`src/rtl/bus_xfer_pkg.sv`:
```
// Shared types and encodings for the bus transfer arbiter.
// Source codes, destination bit positions and the hold-counter range live here.
package bus_xfer_pkg;

  typedef enum logic [1:0] {
    IDLE  = 2'd0,
    DRIVE = 2'd1,
    LATCH = 2'd2,
    HOLD  = 2'd3
  } state_t;

  localparam logic [1:0] SRC_A   = 2'b00;
  localparam logic [1:0] SRC_X   = 2'b01;
  localparam logic [1:0] SRC_IMM = 2'b10;
  localparam logic [1:0] SRC_ILL = 2'b11;

  localparam int DST_A = 3;
  localparam int DST_B = 2;
  localparam int DST_X = 1;
  localparam int DST_Q = 0;

  localparam int HOLD_MIN = 1;
  localparam int HOLD_MAX = 7;
  localparam int CNT_W    = 3;

  // A register never loads from itself; an illegal source loads nothing.
  function automatic logic [3:0] trig_mask(input logic [1:0] src, input logic [3:0] dst);
    logic [3:0] m;
    m = dst;
    case (src)
      SRC_A:   m[DST_A] = 1'b0;
      SRC_X:   m[DST_X] = 1'b0;
      SRC_ILL: m = 4'b0000;
      default: m = dst;
    endcase
    return m;
  endfunction

endpackage

```
`src/rtl/bus_transfer_arbiter_if.sv`:
```
// Requester handshake plus bus drive/load strobes and status of the transfer arbiter.
// The master side is the pair of requesters and bus observers; the slave side is the arbiter.
interface bus_transfer_arbiter_if;

  logic       req0_valid;
  logic       req1_valid;
  logic [1:0] req0_src;
  logic [1:0] req1_src;
  logic [3:0] req0_dst;
  logic [3:0] req1_dst;
  logic [7:0] req0_imm;
  logic [7:0] req1_imm;
  logic       req0_ready;
  logic       req1_ready;

  logic       assertBarA;
  logic       assertBarX;
  logic       imm_oe;
  logic [7:0] imm_out;
  logic       triggerA;
  logic       triggerB;
  logic       triggerX;
  logic       triggerQ;

  logic       busy;
  logic       done;
  logic       done_id;
  logic       error;

  modport slave (
    input  req0_valid, req1_valid, req0_src, req1_src,
    input  req0_dst, req1_dst, req0_imm, req1_imm,
    output req0_ready, req1_ready,
    output assertBarA, assertBarX, imm_oe, imm_out,
    output triggerA, triggerB, triggerX, triggerQ,
    output busy, done, done_id, error
  );

  modport master (
    output req0_valid, req1_valid, req0_src, req1_src,
    output req0_dst, req1_dst, req0_imm, req1_imm,
    input  req0_ready, req1_ready,
    input  assertBarA, assertBarX, imm_oe, imm_out,
    input  triggerA, triggerB, triggerX, triggerQ,
    input  busy, done, done_id, error
  );

endinterface

```
`src/rtl/rr_arbiter2.sv`:
```
// Two-way round-robin arbiter with a last-grant register and one-hot grant.
// After reset last_grant is 1 so requester 0 wins the first contested cycle.
module rr_arbiter2 (
  input  logic       clk,
  input  logic       reset,
  input  logic [1:0] valid,
  input  logic       enable,
  output logic [1:0] grant
);

  logic last_grant;

  always_comb begin
    grant = 2'b00;
    if (enable) begin
      if (valid == 2'b11) begin
        grant = last_grant ? 2'b01 : 2'b10;
      end else begin
        grant = valid;
      end
    end
  end

  always_ff @(posedge clk) begin
    if (reset) begin
      last_grant <= 1'b1;
    end else if (|grant) begin
      last_grant <= grant[1];
    end
  end

endmodule

```
`src/rtl/bus_transfer_arbiter.sv`:
```
// Arbitrates two transfer requesters onto a shared register bus and sequences
// the source drive enable, destination load strobes and completion status.
//
// state | meaning
// IDLE  | no transfer; ready offered to the arbitration winner
// DRIVE | source enable active, bus settling (error pulse here for src=11)
// LATCH | source still driving, destination triggers high for this cycle
// HOLD  | source keeps driving for HOLD_CYCLES; done on the last one
module bus_transfer_arbiter
  import bus_xfer_pkg::*;
#(
  parameter int HOLD_CYCLES = 1
) (
  input  logic                  clk,
  input  logic                  reset,
  bus_transfer_arbiter_if.slave bus
);

  state_t             state, state_n;
  logic   [1:0]       grant;
  logic               accept;

  logic   [1:0]       src_q, src_n;
  logic   [3:0]       dst_q, dst_n;
  logic   [7:0]       imm_q, imm_n;
  logic               id_q, id_n;
  logic   [CNT_W-1:0] cnt_q, cnt_n;

  logic               bar_a_q, bar_a_n;
  logic               bar_x_q, bar_x_n;
  logic               imm_oe_q, imm_oe_n;
  logic   [7:0]       imm_out_q, imm_out_n;
  logic   [3:0]       trig_q, trig_n;
  logic               busy_q, busy_n;
  logic               done_q, done_n;
  logic               done_id_q, done_id_n;
  logic               err_q, err_n;

  logic               drive_on;
  logic   [1:0]       drive_sel;
  logic   [7:0]       drive_imm;
  logic   [1:0]       src_in;
  logic   [3:0]       dst_in;
  logic   [7:0]       imm_in;

  rr_arbiter2 u_arb (
    .clk    (clk),
    .reset  (reset),
    .valid  ({bus.req1_valid, bus.req0_valid}),
    .enable ((state == IDLE) && !reset),
    .grant  (grant)
  );

  assign bus.req0_ready = grant[0];
  assign bus.req1_ready = grant[1];
  assign accept         = |grant;

  assign src_in = grant[1] ? bus.req1_src : bus.req0_src;
  assign dst_in = grant[1] ? bus.req1_dst : bus.req0_dst;
  assign imm_in = grant[1] ? bus.req1_imm : bus.req0_imm;

  // Every output is computed for the next state and registered, so enables
  // and strobes line up exactly with the state they belong to.
  always_comb begin
    state_n   = state;
    src_n     = src_q;
    dst_n     = dst_q;
    imm_n     = imm_q;
    id_n      = id_q;
    cnt_n     = cnt_q;
    bar_a_n   = 1'b1;
    bar_x_n   = 1'b1;
    imm_oe_n  = 1'b0;
    imm_out_n = 8'h00;
    trig_n    = 4'b0000;
    busy_n    = 1'b0;
    done_n    = 1'b0;
    done_id_n = done_id_q;
    err_n     = 1'b0;
    drive_on  = 1'b0;
    drive_sel = src_q;
    drive_imm = imm_q;

    case (state)
      IDLE: begin
        if (accept) begin
          state_n   = DRIVE;
          src_n     = src_in;
          dst_n     = dst_in;
          imm_n     = imm_in;
          id_n      = grant[1];
          busy_n    = 1'b1;
          err_n     = (src_in == SRC_ILL);
          drive_on  = 1'b1;
          drive_sel = src_in;
          drive_imm = imm_in;
        end
      end
      DRIVE: begin
        if (src_q == SRC_ILL) begin
          state_n = IDLE;
        end else begin
          state_n  = LATCH;
          busy_n   = 1'b1;
          drive_on = 1'b1;
          trig_n   = trig_mask(src_q, dst_q);
        end
      end
      LATCH: begin
        state_n  = HOLD;
        busy_n   = 1'b1;
        drive_on = 1'b1;
        cnt_n    = CNT_W'(HOLD_CYCLES - 1);
        done_n   = (HOLD_CYCLES == 1);
        if (HOLD_CYCLES == 1) done_id_n = id_q;
      end
      HOLD: begin
        if (cnt_q == '0) begin
          state_n = IDLE;
        end else begin
          busy_n   = 1'b1;
          drive_on = 1'b1;
          cnt_n    = cnt_q - 1'b1;
          done_n   = (cnt_q == CNT_W'(1));
          if (cnt_q == CNT_W'(1)) done_id_n = id_q;
        end
      end
      default: state_n = IDLE;
    endcase

    if (drive_on) begin
      case (drive_sel)
        SRC_A:   bar_a_n = 1'b0;
        SRC_X:   bar_x_n = 1'b0;
        SRC_IMM: begin
          imm_oe_n  = 1'b1;
          imm_out_n = drive_imm;
        end
        default: ;
      endcase
    end
  end

  always_ff @(posedge clk) begin
    if (reset) begin
      state     <= IDLE;
      src_q     <= SRC_A;
      dst_q     <= 4'b0000;
      imm_q     <= 8'h00;
      id_q      <= 1'b0;
      cnt_q     <= '0;
      bar_a_q   <= 1'b1;
      bar_x_q   <= 1'b1;
      imm_oe_q  <= 1'b0;
      imm_out_q <= 8'h00;
      trig_q    <= 4'b0000;
      busy_q    <= 1'b0;
      done_q    <= 1'b0;
      done_id_q <= 1'b0;
      err_q     <= 1'b0;
    end else begin
      state     <= state_n;
      src_q     <= src_n;
      dst_q     <= dst_n;
      imm_q     <= imm_n;
      id_q      <= id_n;
      cnt_q     <= cnt_n;
      bar_a_q   <= bar_a_n;
      bar_x_q   <= bar_x_n;
      imm_oe_q  <= imm_oe_n;
      imm_out_q <= imm_out_n;
      trig_q    <= trig_n;
      busy_q    <= busy_n;
      done_q    <= done_n;
      done_id_q <= done_id_n;
      err_q     <= err_n;
    end
  end

  assign bus.assertBarA = bar_a_q;
  assign bus.assertBarX = bar_x_q;
  assign bus.imm_oe     = imm_oe_q;
  assign bus.imm_out    = imm_out_q;
  assign bus.triggerA   = trig_q[DST_A];
  assign bus.triggerB   = trig_q[DST_B];
  assign bus.triggerX   = trig_q[DST_X];
  assign bus.triggerQ   = trig_q[DST_Q];
  assign bus.busy       = busy_q;
  assign bus.done       = done_q;
  assign bus.done_id    = done_id_q;
  assign bus.error      = err_q;

endmodule

```
`src/flat_wrapper.sv`:
```
// flat-port wrapper written by rule: the top's interface ports become plain ports
module bus_transfer_arbiter_flat import bus_xfer_pkg::*;
#(
  parameter int HOLD_CYCLES = 1
)
  (clk, reset, bus_req0_valid, bus_req1_valid, bus_req0_src, bus_req1_src, bus_req0_dst, bus_req1_dst, bus_req0_imm, bus_req1_imm, bus_req0_ready, bus_req1_ready, bus_assertBarA, bus_assertBarX, bus_imm_oe, bus_imm_out, bus_triggerA, bus_triggerB, bus_triggerX, bus_triggerQ, bus_busy, bus_done, bus_done_id, bus_error);
  bus_transfer_arbiter_if bus_i ();
  input  logic clk;
  input  logic reset;
  input wire logic [$bits(bus_i.req0_valid)-1:0] bus_req0_valid;
  input wire logic [$bits(bus_i.req1_valid)-1:0] bus_req1_valid;
  input wire logic [$bits(bus_i.req0_src)-1:0] bus_req0_src;
  input wire logic [$bits(bus_i.req1_src)-1:0] bus_req1_src;
  input wire logic [$bits(bus_i.req0_dst)-1:0] bus_req0_dst;
  input wire logic [$bits(bus_i.req1_dst)-1:0] bus_req1_dst;
  input wire logic [$bits(bus_i.req0_imm)-1:0] bus_req0_imm;
  input wire logic [$bits(bus_i.req1_imm)-1:0] bus_req1_imm;
  output wire logic [$bits(bus_i.req0_ready)-1:0] bus_req0_ready;
  output wire logic [$bits(bus_i.req1_ready)-1:0] bus_req1_ready;
  output wire logic [$bits(bus_i.assertBarA)-1:0] bus_assertBarA;
  output wire logic [$bits(bus_i.assertBarX)-1:0] bus_assertBarX;
  output wire logic [$bits(bus_i.imm_oe)-1:0] bus_imm_oe;
  output wire logic [$bits(bus_i.imm_out)-1:0] bus_imm_out;
  output wire logic [$bits(bus_i.triggerA)-1:0] bus_triggerA;
  output wire logic [$bits(bus_i.triggerB)-1:0] bus_triggerB;
  output wire logic [$bits(bus_i.triggerX)-1:0] bus_triggerX;
  output wire logic [$bits(bus_i.triggerQ)-1:0] bus_triggerQ;
  output wire logic [$bits(bus_i.busy)-1:0] bus_busy;
  output wire logic [$bits(bus_i.done)-1:0] bus_done;
  output wire logic [$bits(bus_i.done_id)-1:0] bus_done_id;
  output wire logic [$bits(bus_i.error)-1:0] bus_error;
  assign bus_i.req0_valid = bus_req0_valid;
  assign bus_i.req1_valid = bus_req1_valid;
  assign bus_i.req0_src = bus_req0_src;
  assign bus_i.req1_src = bus_req1_src;
  assign bus_i.req0_dst = bus_req0_dst;
  assign bus_i.req1_dst = bus_req1_dst;
  assign bus_i.req0_imm = bus_req0_imm;
  assign bus_i.req1_imm = bus_req1_imm;
  assign bus_req0_ready = bus_i.req0_ready;
  assign bus_req1_ready = bus_i.req1_ready;
  assign bus_assertBarA = bus_i.assertBarA;
  assign bus_assertBarX = bus_i.assertBarX;
  assign bus_imm_oe = bus_i.imm_oe;
  assign bus_imm_out = bus_i.imm_out;
  assign bus_triggerA = bus_i.triggerA;
  assign bus_triggerB = bus_i.triggerB;
  assign bus_triggerX = bus_i.triggerX;
  assign bus_triggerQ = bus_i.triggerQ;
  assign bus_busy = bus_i.busy;
  assign bus_done = bus_i.done;
  assign bus_done_id = bus_i.done_id;
  assign bus_error = bus_i.error;
  bus_transfer_arbiter #(.HOLD_CYCLES(HOLD_CYCLES)) u_core (.clk(clk), .reset(reset), .bus(bus_i));
endmodule
```
`config.mk`:
```
export PLATFORM = sky130hd
export DESIGN_NAME = bus_transfer_arbiter_flat
export DESIGN_NICKNAME = d
export VERILOG_FILES = /design/src/rtl/bus_xfer_pkg.sv /design/src/rtl/bus_transfer_arbiter_if.sv /design/src/rtl/rr_arbiter2.sv /design/src/rtl/bus_transfer_arbiter.sv /design/src/flat_wrapper.sv
export SDC_FILE = /design/constraint.sdc
export NUM_CORES = 1
export LEC_CHECK = 0
export BUFFER_PORTS_ARGS = -buffer_cell sky130_fd_sc_hd__buf_2
export CELL_PAD_IN_SITES_DETAIL_PLACEMENT = 0
export CELL_PAD_IN_SITES_GLOBAL_PLACEMENT = 1
export CORE_ASPECT_RATIO = 1.5
export CORE_UTILIZATION = 25
export CTS_BUF_LIST = sky130_fd_sc_hd__clkbuf_4
export DETAILED_ROUTE_END_ITERATION = 8
export GPL_ROUTABILITY_DRIVEN = 0
export PLACE_DENSITY = 0.53
export REMOVE_ABC_BUFFERS = 1
export SLEW_MARGIN = 20
export SYNTH_ARGS = -nofsm -noshare
export SYNTH_HDL_FRONTEND = slang
export SYNTH_HIERARCHICAL = 1
export SYNTH_SLANG_ARGS = --single-unit
```
`constraint.sdc`:
```
create_clock -name clk -period 3.24 [get_ports clk]
set_clock_uncertainty 0.1 [all_clocks]
set_input_delay 0 -clock clk [delete_from_list [all_inputs] [get_ports clk]]
set_output_delay 0 -clock clk [all_outputs]
set_load 0.02 [all_outputs]
```
[Word level (Yosys, flattened, before mapping)]
Index checks and enable logic that the tools add are counted.
Word-level totals
  flip-flop bits (word level): 40
  logic and storage cells: 84
  bits of input ports: 32
  output and inout port bits: 21
Operators by class
  reductions and logical operators: 18
  $add $sub $neg: 1
  equal/unequal tests: 14
  multiplexer cells: 28
  bitwise gates (word level): 5
Operators with widths (number)
  $mux 8: 3
  $mux 2: 9
  $eq 2x2->1 const B: 6
  $mux 1: 9
  $reduce_or 3->1: 3
  $pmux 2 s4: 1
  $reduce_or 4->1: 2
  $eq 2x1->1 const B: 3
  $logic_not 2->1: 3
  $ne 2x1->1 const B: 3
  $pmux 3 s2: 1
  $reduce_and 2->1: 3
  $not 1->1: 5
  $mux 4: 1
  $pmux 1 s2: 2
  $pmux 1 s4: 1
  $reduce_or 2->1: 2
  $eq 3x1->1 const B: 1
  $logic_not 3->1: 1
  $mux 3: 1
  $reduce_and 3->1: 1
  $sub 3x1->3 const B: 1
  $ne 2x2->1 const B: 1
  $reduce_bool 2->1: 1
  other kinds (2): 2

[Depth between registers and ports, before layout]
  depth after elaboration: 9
  gate-level depth with buffers: 11

[By module]
Netlist, hierarchy kept.
Modules (own cells, without submodules)
  bus_transfer_arbiter: times used 1, area each 1955.6 sq um, cells each 181
  rr_arbiter2: times used 1, area each 58.8 sq um, cells each 8

[Worst setup path after synthesis]
No wires, ideal clock.
  path kind: register to register
  start point: register u_core.state[0]
  end point: register u_core.imm_out_q[0] (netlist: u_core/bus.imm_out[0])
  clock period less this slack: 2.626 ns
  stages on the path, launching flop included: 10
  data required time: 3.037 ns
  slack: 0.614 ns
  path buffers: 2
  data arrival time: 2.423 ns
  cells stage by stage: dfxtp_1 or2_4 buf_6 nor2_1 nand2_1 a21oi_1 buf_6 mux2i_4 o211ai_4 a2111oi_2
On the way
  longest elaborated chain between the ends: 9
  elaborated cells between the ends (all ways): 19
  those cells by class: eq/ne (4); mux (9); bitwise (2); reduce/logical (4)
Ends and longest elaborated chain
  start: declaration: RTL line bus_transfer_arbiter.sv:19  | state_t state, state_n;
  start signal: assignment: RTL line bus_transfer_arbiter.sv:162  | state <= state_n;
  $logic_not 2->1 *: RTL line bus_transfer_arbiter.sv:50  | .enable ((state == IDLE) && !reset),
  $logic_and 1x1->1 *: RTL line bus_transfer_arbiter.sv:50
  $mux 2 *: RTL line rr_arbiter2.sv:15  | if (enable) begin
  via bus_req1_ready: RTL line flat_wrapper.sv:19  | output wire logic [$bits(bus_i.req1_ready)-1:0] bus_req1_ready;
  $mux 2 / $reduce_or 2->1 (equally long branches): RTL line bus_transfer_arbiter.sv:58, bus_transfer_arbiter.sv:56
  $mux 2: RTL line bus_transfer_arbiter.sv:86  | if (accept) begin
  $mux 2: RTL line bus_transfer_arbiter.sv:84  | case (state)
  $eq 2x2->1: RTL line bus_transfer_arbiter.sv:132  | case (drive_sel)
  $not 1->1 (no source line)
  $reduce_or 3->1 (no source line)
  end signal: assignment: RTL line bus_transfer_arbiter.sv:171  | imm_out_q <= imm_out_n;
  end: declaration: RTL line bus_transfer_arbiter.sv:32  | logic [7:0] imm_out_q, imm_out_n;
Mark *: on every way through the listed nets, which the timed path passes. The rest lies on a longest branch.
A chain may end at the register's enable or synchronous reset.

[Worst setup path after layout]
  start point: register u_core.state[0]
  end point: register u_core.imm_q[1]
On the way
  longest elaborated chain between the ends: 6
  elaborated cells between the ends (all ways): 7
  those cells by class: mux (4); reduce/logical (3)
Ends and longest elaborated chain
  $logic_not 2->1 *: RTL line bus_transfer_arbiter.sv:50, bus_transfer_arbiter.sv:84
  $logic_and 1x1->1: RTL line bus_transfer_arbiter.sv:50
  $mux 2: RTL line rr_arbiter2.sv:15
  $mux 8 / $reduce_or 2->1 (equally long branches): RTL line bus_transfer_arbiter.sv:60, bus_transfer_arbiter.sv:56
  $mux 8
  $mux 8 *
  end signal: assignment: RTL line bus_transfer_arbiter.sv:165  | imm_q <= imm_n;
  end: declaration: RTL line bus_transfer_arbiter.sv:25  | logic [7:0] imm_q, imm_n;
Every way passes the cells marked *; elsewhere a longest branch is shown, timed or not.

==> metrics.csv <==
metric,value,unit
status,completed,
reg2reg start,u_core/state[0],
ys flop type,dfxtp_1,
Hold Startpoint,bus_req0_src[0],
syn avg cell area,10.66,um2
Yosys reg bits,40,
Max-Cap Viols,0,
unrepaired setup endpoints after global routing,false,
total CTS buffers,5,
Die H,111.9,um
worst-path cell chain,or2_4 > nor2_1 > nand2_1 > a21oi_4 > buf_4 > nor2b_1 > a2111oi_2 > dlygate4sd3_1 > nor3_1,
"Design Area, Final",2648,um2
met1 Usage GRT,15.43,%
via density per instance,4.523,
multi-input combinational cell area,1101,um2
family with the most delay on the worst path,buffers and inverters,
Power per Cell Area,459.7,nW/um2
fraction of registers with async set/reset,0,%
actual slew at the worst max-slew pin,0.9963,ns
crit path time final,2.919,ns
vias,1660,
IO Port Bufs,52,
Die ar.,8428,um2
setup repair bufs after CTS,0,
Hold EP,u_core/bus.error,
Critical Path Fanout Max,13,
"Reg clk slew, reported paths",0.13,ns
Reg area,800.8,um2
gr ovfl total,0,
Hold Path Class,in2reg,
clk_lat worst skew,0.34,ns
vias in the first global route,1710,
Initial DRC Count,31,
grt met2 use,24.40,%
"Cell Area, Synth",2014,um2
critical path endpoint category,flop,
CTS root buf,clkbuf_4,
"Buf+Inv Stages, Crit Path",2,
H-tree levels,2,
Worst VDD drop,0.2679,mV
num rows,39,
CTS Sinks,40,
Routed Antenna Nets,0,
initial antenna violation count,1,
share of layout cells above drive strength 1,34.47,%
number of cells on the worst hold path,3,
final worst path period share,90.08,%
"commonest non-fill, non-tap cell in the layout",buf_2,
DP Area,2369,um2
fin cells,367,
wire per inst,14.09,um
Die X,75.29,um
Nets,300,
area share of the largest cell type after synthesis,39.75,%
"Warnings, synthesis",6,
core region area,7710,um2
number of synthesized flops with an enable pin,0,
fmax,342.6,MHz
pin count of the biggest net entering global routing,37,
CP Class,reg2reg,
WL final,5171,um
"top cells by area, synth","dfxtp_1, a2111oi_2, a2111oi_4",
Reg2Reg Setup Slack,0.32,ns
P_leak,1.009,nW
Yosys top cell by area,dfxtp_1,
FF-to-FF End,u_core/imm_q[1],
placed cells,336,
Synth Instances,189,
"Seq/Total Area, Yosys",39.75,%
slowest CP cell,dlygate4sd3_1,
CP required,3.38,ns
crit start category,flop,
Starting Density,26.13,%
Slew Limit Fails,0,
Cell variety after synth,46,
DR pass1 iterations,4,
FILL cells,865,
Area growth syn-to-layout,31.43,%
most frequent cells in the layout,"buf_2, dfxtp_1, dlygate4sd3_1",
R2R depth,9,
met3 usage,2.172,%
GRT Total Usage,13.62,%
worst setup path start,u_core/state[0],
CTS tree,yes,
Final HPWL DP,3678,um
final setup fails,0,
setup_tns,0,ns
"Arr. time, crit path",3.05,ns
max_slew headroom,33.51,%
clk buf depth,2,
"Largest stage delay, worst path",0.62,ns
first-pass GRT wire length,8569,um
Final Hold Viols,0,
# DRC,0,
Ports,53,
grt peak-use layer,met2,
cell families (layout without fill, tap and decap cells):
logic type      count (synthesis)  count (layout)  share of synthesized area, %
compound gates                 59              59                         29.69
simple gates                   58              58                         17.70
flops                          40              40                         39.75
buf+inv                        21              96                         6.149
mux                             6               6                         3.603
fa+ha+maj                       5               5                         3.106
other cells                     0               1                             0
metrics by stage:
stage	hold WS (ns)	util [%]	total power, mW	setup slack [ns]
2_1_floorplan	-0.03114	-	0.8230	-1.322
3_3_place_gp	0.2363	30.72	0.9471	0.7305
3_5_place_dp	0.2259	30.72	0.9475	0.6804
4_1_cts	0.01176	34.31	1.244	0.2948
5_1_grt	0.02470	34.34	1.303	0.08559
6_report	0.01946	34.34	1.217	0.3214
worst register-to-register path, cell delays in order, from the launching register on:
cell,delay (ns)
dfxtp_1,0.33
or2_4,0.35
nor2_1,0.22
nand2_1,0.12
a21oi_4,0.32
buf_4,0.32
nor2b_1,0.09
a2111oi_2,0.32
dlygate4sd3_1,0.62
nor3_1,0.04
layout make-up:
class	count	area share, %
Clock buffer	7	1.985
Antenna cell	1	0.09452
Clock inverter	1	0.1418
Inverter	7	0.9924
Multi-Input combinational cell	128	41.59
Timing Repair Buffer	81	20.13
Sequential cell	40	30.25
Tap cell	102	4.820
report_power, final:
group | internal (mW) | leakage (nW) | switching (mW) | total [mW]
clock | 0.100 | 0.0338 | 0.159 | 0.260
combinational | 0.158 | 0.649 | 0.237 | 0.395
sequential | 0.539 | 0.326 | 0.0229 | 0.562
total | 0.798 | 1.01 | 0.419 | 1.22
cells in the mapped netlist, drive strengths merged, types with 2 or more instances:
master,n
nor3,11
mux2i,6
and3,3
a2111oi,16
or2,2
o21ai,4
clkbuf,5
o211ai,3
a21oi,22
nand2,8
a21o,2
inv,7
nor2,6
and2,2
dfxtp,40
nand2b,3
buf,9
nor2b,11
nand4b,3
and3b,2
ha,5
a211oi,6
how the worst max path moves through the flow:
stage | slack (ns) | to | depth (start not counted)
after floorplan | -1.32 | u_core/bus.imm_out[1] | 7
after global placement | 0.73 | u_core/bus.imm_out[5] | 7
after detailed placement | 0.68 | u_core/bus.imm_out[2] | 8
after CTS | 0.29 | u_core/imm_q[2] | 8
after global routing | 0.09 | u_core/imm_q[2] | 8
final | 0.32 | u_core/imm_q[1] | 9
flip-flops by register name, indices dropped and copies added, names as in the netlist, named ones only:
name and cells:
u_core/dst_q 4, u_core/bus.assertBarX 1, u_core/state 1, u_core/trig_q 4, u_core/id_q 1, u_core/bus.done_id 1
u_core/bus.assertBarA 1, u_core/cnt_q 3, u_core/src_q 2, u_core/bus.done 1, u_core/bus.imm_out 8, u_core/imm_q 8
u_core/bus.imm_oe 1, u_core/bus.busy 1, u_core/u_arb/last_grant 1, u_core/bus.error 1
what timing repair did:
item,in CTS,in global routing
endpoints found under the hold margin,14,0
hold buffers,22,0
resized for setup,0,0
setup endpoints to repair,0,0
layer usage:
layer	wire, um	part of all wire (%)
met1	2127	41
met2	2827	55
met3	129	2.5
met4	88	1.7
met5	0	0
(Power assumes the default switching activity.)
